==> config.mk <==
export PLATFORM = sky130hd
export DESIGN_NAME = ldm_stm_sequencer
export DESIGN_NICKNAME = d
export VERILOG_FILES = /design/src/rtl/cpu_pkg.sv /design/src/rtl/lowest_set_bit.sv /design/src/rtl/ldm_stm_sequencer.sv
export SDC_FILE = /design/constraint.sdc
export NUM_CORES = 1
export LEC_CHECK = 0
export BUFFER_PORTS_ARGS = -buffer_cell sky130_fd_sc_hd__buf_2
export CAP_MARGIN = 15
export CORE_MARGIN = 2
export CORE_UTILIZATION = 30
export DETAILED_ROUTE_END_ITERATION = 16
export GPL_TIMING_DRIVEN = 1
export MAX_ROUTING_LAYER = met4
export RECOVER_POWER = 25
export REMOVE_ABC_BUFFERS = 1
export SYNTH_ARGS = -nofsm -noshare
export SYNTH_HDL_FRONTEND = slang
export SYNTH_HIERARCHICAL = 1
export SYNTH_SLANG_ARGS = --single-unit
==> constraint.sdc <==
create_clock -name clk -period 2.5 [get_ports clk]
set_input_delay 0.5 -clock clk [delete_from_list [all_inputs] [get_ports clk]]
set_output_delay 0.5 -clock clk [all_outputs]
set_load 0.005 [all_outputs]
==> src/rtl/cpu_pkg.sv <==
// Shared execute-stage definitions: ALU opcodes, block-transfer sequencer states
// and a small popcount helper.
package cpu_pkg;

    localparam logic [3:0] ALU_ADD = 4'b0000;
    localparam logic [3:0] ALU_STR = 4'b1001;
    localparam logic [3:0] ALU_LDM = 4'b1010;

    localparam int WORD_BYTES = 4;

    localparam logic [1:0] ST_IDLE  = 2'd0;
    localparam logic [1:0] ST_ISSUE = 2'd1;
    localparam logic [1:0] ST_DONE  = 2'd2;

    typedef enum logic [1:0] {
        IDLE  = ST_IDLE,
        ISSUE = ST_ISSUE,
        DONE  = ST_DONE
    } seq_state_e;

    function automatic logic [4:0] popcount16(input logic [15:0] m);
        logic [4:0] n;
        n = '0;
        for (int i = 0; i < 16; i++) begin
            n = n + {4'd0, m[i]};
        end
        return n;
    endfunction

endpackage

==> src/rtl/lowest_set_bit.sv <==
// Combinational priority encoder: index of the lowest set bit of mask plus an
// any-set flag. idx is 0 when mask is empty.
module lowest_set_bit #(
    parameter int NREGS = 16,
    parameter int IDX_W = $clog2(NREGS)
) (
    input  logic [NREGS-1:0] mask,
    output logic [IDX_W-1:0] idx,
    output logic             any
);

    // Scan high to low so the lowest set bit is the final assignment.
    always_comb begin
        idx = '0;
        any = 1'b0;
        for (int i = NREGS - 1; i >= 0; i--) begin
            if (mask[i]) begin
                idx = IDX_W'(i);
                any = 1'b1;
            end
        end
    end

endmodule

==> src/rtl/ldm_stm_sequencer.sv <==
// Expands one LDM/STM into one ALU address beat per listed register.
// Define LDM_WRITEBACK_EN to build the base-register writeback path.
module ldm_stm_sequencer #(
    parameter int NREGS      = 16,
    parameter int DATA_W     = 32,
    parameter int WORD_BYTES = 4
) (
    input  logic              clk,
    input  logic              reset,
    input  logic              start_valid,
    output logic              start_ready,
    input  logic              is_load,
    input  logic              decrement,
    input  logic              writeback,
    input  logic [DATA_W-1:0] base,
    input  logic [NREGS-1:0]  reg_list,
    output logic              op_valid,
    input  logic              op_ready,
    output logic [DATA_W-1:0] alu_a,
    output logic [DATA_W-1:0] alu_b,
    output logic [3:0]        alu_control,
    output logic [3:0]        reg_idx,
    output logic              last,
    output logic              done,
    output logic              wb_valid,
    output logic [DATA_W-1:0] wb_base,
    output logic [1:0]        state
);
    import cpu_pkg::*;

    // Handshakes: a transfer happens on a rising edge where valid && ready.
    // The sequencer holds all op outputs stable while op_valid && !op_ready.
    seq_state_e        state_q;
    logic [NREGS-1:0]  mask;
    logic [4:0]        beat;
    logic [3:0]        idx;
    logic              any;
    logic              accept;
    logic [4:0]        n_start;
    logic [DATA_W-1:0] span;

    lowest_set_bit #(.NREGS(NREGS), .IDX_W(4)) u_lsb (
        .mask (mask),
        .idx  (idx),
        .any  (any)
    );

    assign accept  = start_valid && start_ready;
    assign n_start = popcount16(reg_list);
    assign span    = DATA_W'(n_start) * DATA_W'(WORD_BYTES);

    always_ff @(posedge clk or posedge reset) begin
        if (reset) begin
            state_q     <= IDLE;
            mask        <= '0;
            beat        <= '0;
            alu_a       <= '0;
            alu_control <= '0;
        end else begin
            case (state_q)
                IDLE: begin
                    if (accept) begin
                        mask        <= reg_list;
                        beat        <= '0;
                        alu_a       <= decrement ? (base - span) : base;
                        alu_control <= is_load ? ALU_LDM : ALU_STR;
                        state_q     <= (reg_list != '0) ? ISSUE : DONE;
                    end
                end
                ISSUE: begin
                    if (op_ready) begin
                        mask <= mask & ~(NREGS'(1) << idx);
                        beat <= beat + 5'd1;
                        if (last) begin
                            state_q <= DONE;
                        end
                    end
                end
                DONE:    state_q <= IDLE;
                default: state_q <= IDLE;
            endcase
        end
    end

    assign state       = state_q;
    assign start_ready = (state_q == IDLE);
    assign op_valid    = (state_q == ISSUE);
    assign done        = (state_q == DONE);
    assign reg_idx     = idx;
    assign alu_b       = DATA_W'(beat) * DATA_W'(WORD_BYTES);
    // Exactly one bit left in the mask means this is the final beat.
    assign last        = op_valid && any && ((mask & (mask - NREGS'(1))) == '0);

`ifdef LDM_WRITEBACK_EN
    logic wb_pend;

    always_ff @(posedge clk or posedge reset) begin
        if (reset) begin
            wb_pend <= 1'b0;
            wb_base <= '0;
        end else if (accept) begin
            wb_pend <= writeback && (n_start != 5'd0);
            wb_base <= decrement ? (base - span) : (base + span);
        end
    end

    assign wb_valid = done && wb_pend;
`else
    logic unused_writeback;

    assign unused_writeback = writeback;
    assign wb_valid         = 1'b0;
    assign wb_base          = '0;
`endif

endmodule
; Word level (Yosys, flattened, before mapping)
; Cells that the tools add are included.
[classes]
eq_ne = 5
n_bitwise = 3
shift = 1
n_mux = 45
reduce_logical = 10
n_div = 0
order_cmp = 0
n_mul = 0
n_addsub = 18
[op_table]
columns = cell, n
row1 = two-way mux 4 bit, 16
row2 = adder 5 x 1 -> 5 bit, 11
row3 = bitwise AND 16 bit, 2
row4 = two-way mux 16 bit, 2
row5 = two-way mux 32 bit, 1
row6 = case mux 16 bit (2 select lines), 1
row7 = subtractor 32 x 7 -> 32 bit, 1
row8 = zero test 16 bit, 1
row9 = two-way mux 1 bit, 16
row10 = NOT 16 bit, 1
row11 = nonzero test 16 bit, 1
row12 = left shift 1 x 4 -> 16 bit (first input constant), 1
row13 = subtractor 16 x 1 -> 16 bit (second input constant), 1
row14 = two-way mux 2 bit, 5
row15 = two-way mux 5 bit, 2
row16 = case mux 5 bit (2 select lines), 1
row17 = != test 2 x 1 -> 1 bit (second input constant), 3
row18 = AND reduction 3 bit, 2
row19 = adder 4 x 1 -> 5 bit, 1
row20 = adder 5 x 1 -> 5 bit (second input constant), 1
row21 = adder 3 x 1 -> 4 bit, 1
row22 = case mux 2 bit (2 select lines), 1
row23 = adder 2 x 1 -> 3 bit, 1
row24 = logical AND 1 bit, 3
row25 = other kinds (6), 6
[totals]
ram_bits = 0
output_inout_bits = 111
mem_count = 0
latchBits = 0
romBits = 0
inputBits = 55
word_cells = 87
reg_bits = 59

; Logic depth before layout (Yosys ltp)
[depth]
ltp_word = 21
depth_mapped = 19
mapped_depth_nobuf = 18

; Modules after synthesis
; Netlist, hierarchy kept.
[by_module_without_submodules]
columns = module, n_inst, cells_each, area_per_inst_um2, seq_area_each_um2
row1 = ldm_stm_sequencer, 1, 495, 4344.2, 1451.4
row2 = lowest_set_bit, 1, 33, 178.9, 0.0

; Worst setup path after synthesis
; Ideal clock, no wire load.
[synth_timing]
path_type = input to register
from = input port reg_list[0]
to = register alu_a[22]
path_slack_ns = -2.585
path_buffers = 1
arrival_ns = 5.003
setup_time_ns = 0.082
stages = 18
t_required_ns = 2.418
path_cell_list = inv_1 > fa_1 > fa_1 > fa_1 > fa_1 > inv_1 > ha_1 > inv_1 > fa_1 > nor2b_1 > o21ai_0 > ha_1 > or4b_4 > nor3_4 > nand2b_1 > buf_6 > or4_1 > a31oi_1
[synth_between]
elab_chain_cells = 17
[synth_lines]
columns = element, line_no
row1 = start: declaration, ldm_stm_sequencer.sv:16  ; input logic [NREGS-1:0] reg_list,
row2 = adder 1 x 1 -> 2 bit, cpu_pkg.sv:25  ; n = n + {4'd0, m[i]};
row3 = adder 2 x 1 -> 3 bit, cpu_pkg.sv:25
row4 = adder 3 x 1 -> 4 bit, cpu_pkg.sv:25
row5 = adder 4 x 1 -> 5 bit, cpu_pkg.sv:25
row6 = adder 5 x 1 -> 5 bit (11 in a row), cpu_pkg.sv:25
row7 = subtractor 32 x 7 -> 32 bit, ldm_stm_sequencer.sv:65  ; alu_a <= decrement ? (base - span) : base;
row8 = two-way mux 32 bit, ldm_stm_sequencer.sv:65
row9 = end signal: assignment, ldm_stm_sequencer.sv:65
row10 = end: declaration, ldm_stm_sequencer.sv:19  ; output logic [DATA_W-1:0] alu_a,
; No other way between the ends.
; A chain may end at the register's enable or synchronous reset.

; Worst setup path after layout
[layout_timing]
from = input port reg_list[3]
to = register alu_a[16]
[layout_between]
elab_chain_cells = 15
[layout_lines]
columns = element, line_no
row1 = adder 3 x 1 -> 4 bit, cpu_pkg.sv:25
row2 = adder 4 x 1 -> 5 bit, cpu_pkg.sv:25
row3 = adder 5 x 1 -> 5 bit (11 in a row), cpu_pkg.sv:25
row4 = subtractor 32 x 7 -> 32 bit, ldm_stm_sequencer.sv:65
row5 = two-way mux 32 bit, ldm_stm_sequencer.sv:65
; No other way between the ends.

==> out/results.txt <==
Total Nets Final: 786
Worst vdd rail ir drop: 553 uV
WL final: 13.0 mm
Post-Syn Area per Cell: 8.57 um2
Pins Over Slew Limit: 0
Final number of setup-violating endpoints: 31
Worst-margin pin slew: 0.928 ns
CTS H-tree depth: 3
CP max FO: 3
Async SR Flop Fraction: 100%
Mapped cell area: 0.00452 mm2
Total Neg Setup Slack: -63.70 ns
Num CTS Buffers: 9
Top cell by count, worst path: fa_1
Core Box Area: 0.0146 mm2
Lkg Pwr: 0.00297 uW
Initial Util: 30.9%
Total power: 7750 uW
Vias: 4,369
Worst path required time: 2.75 ns
Most instantiated library cell after synthesis: buf_4
Vias per cell: 4.87
Clock share of power: 14.6%
Post-synth EDFFs: 0
Largest stage delay on the critical path: 0.56 ns
Place WS: -2.96 ns
Post-synth top area cell: dfrtp_1
Overflow after GRT: 0
RSZ-0062 raised after global routing: yes
Failing checks: negative setup slack
DP HPWL: 9.48 mm
Top delay family on crit path: adder cells
Worst relative slew slack: 38.1%
Hold Path Class: in -> async
Diode count: 0
Pwr per Cell Area: 1220 mW/mm2
XOR/XNOR Fraction of Synth Area: 2.13%
Buffers on Ports: 103
Yosys warnings: 6
Final Skew: 0.00812 ns
Max clock buf depth: 2
Final core utilization: 43.2%
Area fraction in compound gates after synthesis: 16.5%
Share of cells above drive strength 1: 39.3%
CP Capture Type: register
# DRC: 0
Die H: 127 um
Antenna violations before repair: 0
I/O pin count: 166
Routability cong.: 0.835
Area grow syn2layout: 40.0%
Adder-cell share of the synthesized area: 8.63%
Top cell type's share of synthesized area: 32.1%
Routed WL per cell: 14.5 um
Pin count of the biggest net entering global routing: 61
Main combinational cell family by area after synthesis: simple AND/OR/NAND/NOR gates
CP arrival: 5.10 ns
Clock slew at reported path FFs: 0.06 ns
First-pass GRT wire length: 20.6 mm
Top cells by area, synth: dfrtp_1 (32%), buf_4 (10%), fa_1 (4.9%)
Hold slack: 0.362 ns
CTS Sinks: 58
Post-route setup slack: -2.35 ns
Mux cell area share after synthesis: 0.470%
P_int: 4450 uW
Root Driver: clkbuf_16
Synth Register Bits: 58
Number of global-route vias before repair: 4,091
Reg power frac: 22.3%
DRT antenna net count: 0
Ys flop type: dfrtp_1
Fin. Hold Viols: 0
Slowest-stage cell, CP: or4b_4
Cell row count: 44
Worst Setup Start Kind: primary input
Combinational Power Share: 63.1%
Fmax: 206 MHz
Die X: 127 um
Post-layout minimum cycle time: 4.85 ns
Simple-gate share of the synthesized area: 24.0%
Final worst path period share: 194%
Unique masters post-synth: 66
Die ar.: 0.0161 mm2
DR iter-0 viols: 254
Outcome: complete, but fails checks
CP bufs+invs: 4
Total GRT Usage: 16.5%
Worst-skew pair later-pin latency: 0.33 ns
Setup CP Type: in -> reg
Seq/Total Area, Yosys: 32.1%
Psw: 3300 uW
CTS tree: done
Drt pass-1 iters: 4
Max_cap viols: 0
Sw Ratio: 42.6%
Most instantiated cells after synthesis: buf_4 (61), dfrtp_1 (58), nor2_1 (55)
Post-Synthesis Cells: 528
CP cell instances: buf_8 > inv_4 > fa_1 > fa_1 > fa_1 > fa_1 > inv_2 > ha_4 > inv_2 > fa_2 > nor2b_2 > o21ai_2 > ha_2 > or4b_4 > or3_4 > or4_4 > a31oi_1
-- metrics by stage --
stage	area, um2	instances
final	6330	897
after global routing	6330	897
after CTS	6160	891
after detailed placement	5430	861
after global placement	5430	861
after floorplan	4160	507
-- layer usage --
metal  vias to the layer above  share of wire, %  track usage, %
met2                       183                47            27.0
li1                       2113                 -               -
met1                      2064                45            20.9
met4                         0              0.72            2.91
met3                         9               6.6            4.43
met5                         -                 0               -
-- final timing paths --
path	from	to	slack, ns	cells after the start
min	reset	alu_a[20]	0.36	2
min reg2reg	alu_control[3]	alu_control[3]	0.46	1
max reg2reg	mask[3]	mask[8]	0.18	8
max	reg_list[3]	alu_a[16]	-2.35	17
max in group asynchronous	reset	mask[8]	0.74	3
min in group clk	base[0]	alu_a[0]	0.37	3
-- final cells by class --
cell class	instances	area, um2
inverter	38	150
tap	184	230
clock buffer	14	254
timing repair buffer	190	1260
fill	1479	8310
clock inverter	2	12.5
sequential	58	1450
multi-input combinational	411	2970
-- state kept, by name, indices dropped and copies added (netlist names) --
name / flops
alu_control: 3
alu_a: 32
state: 2
beat: 5
mask: 16
-- kinds of logic after synthesis --
logic type / Yosys count
simple gates: 195
compound gates: 117
mux: 2
xor+xnor: 11
buf+inv: 119
other cells: 1
flops: 58
fa+ha+maj: 25
-- worst register-to-register path, cell delays in order, from the launching register on --
cell and delay, ns:
dfrtp_1 0.39, buf_4 0.16, nor2_1 0.25, nand2_1 0.14
nor3b_1 0.30, nand2b_1 0.10, or2_2 0.31, o32ai_1 0.41
a21oi_1 0.13
-- layout by cell type (no fill, tap or decap), drive strengths merged, types with 7 or more instances in the layout --
| master | count |
|---|---|
| or4 | 8 |
| inv | 38 |
| ha | 12 |
| nor2 | 55 |
| dfrtp | 58 |
| nor4 | 7 |
| buf | 189 |
| clkbuf | 15 |
| o31ai | 7 |
| nand3 | 10 |
| a31oi | 20 |
| nand4b | 9 |
| xor2 | 10 |
| o21ai | 25 |
| o22ai | 16 |
| or3 | 20 |
| nand2 | 36 |
| conb | 61 |
| nor2b | 7 |
| a21oi | 21 |
| fa | 11 |
| nand2b | 8 |
| nor3 | 10 |
-- power groups by stage --
stage	Clock [uW]	Sequential [uW]	Combinational, uW
global route	1210	1800	5400
global placement	0	1720	3920
CTS	1170	1740	4610
finish	1130	1730	4890
floorplan	0	1790	2150
detailed placement	0	1740	3940
-- what timing repair did --
item                                   4_1_cts  5_1_grt
endpoints found under the hold margin        0        0
buffers inserted                            14        7
pin swaps                                   34       33
setup endpoints to repair                   31       32
gates resized for setup                     88       31
hold buffers                                 0        0
Note: power is estimated with default switching activity, not from simulation.
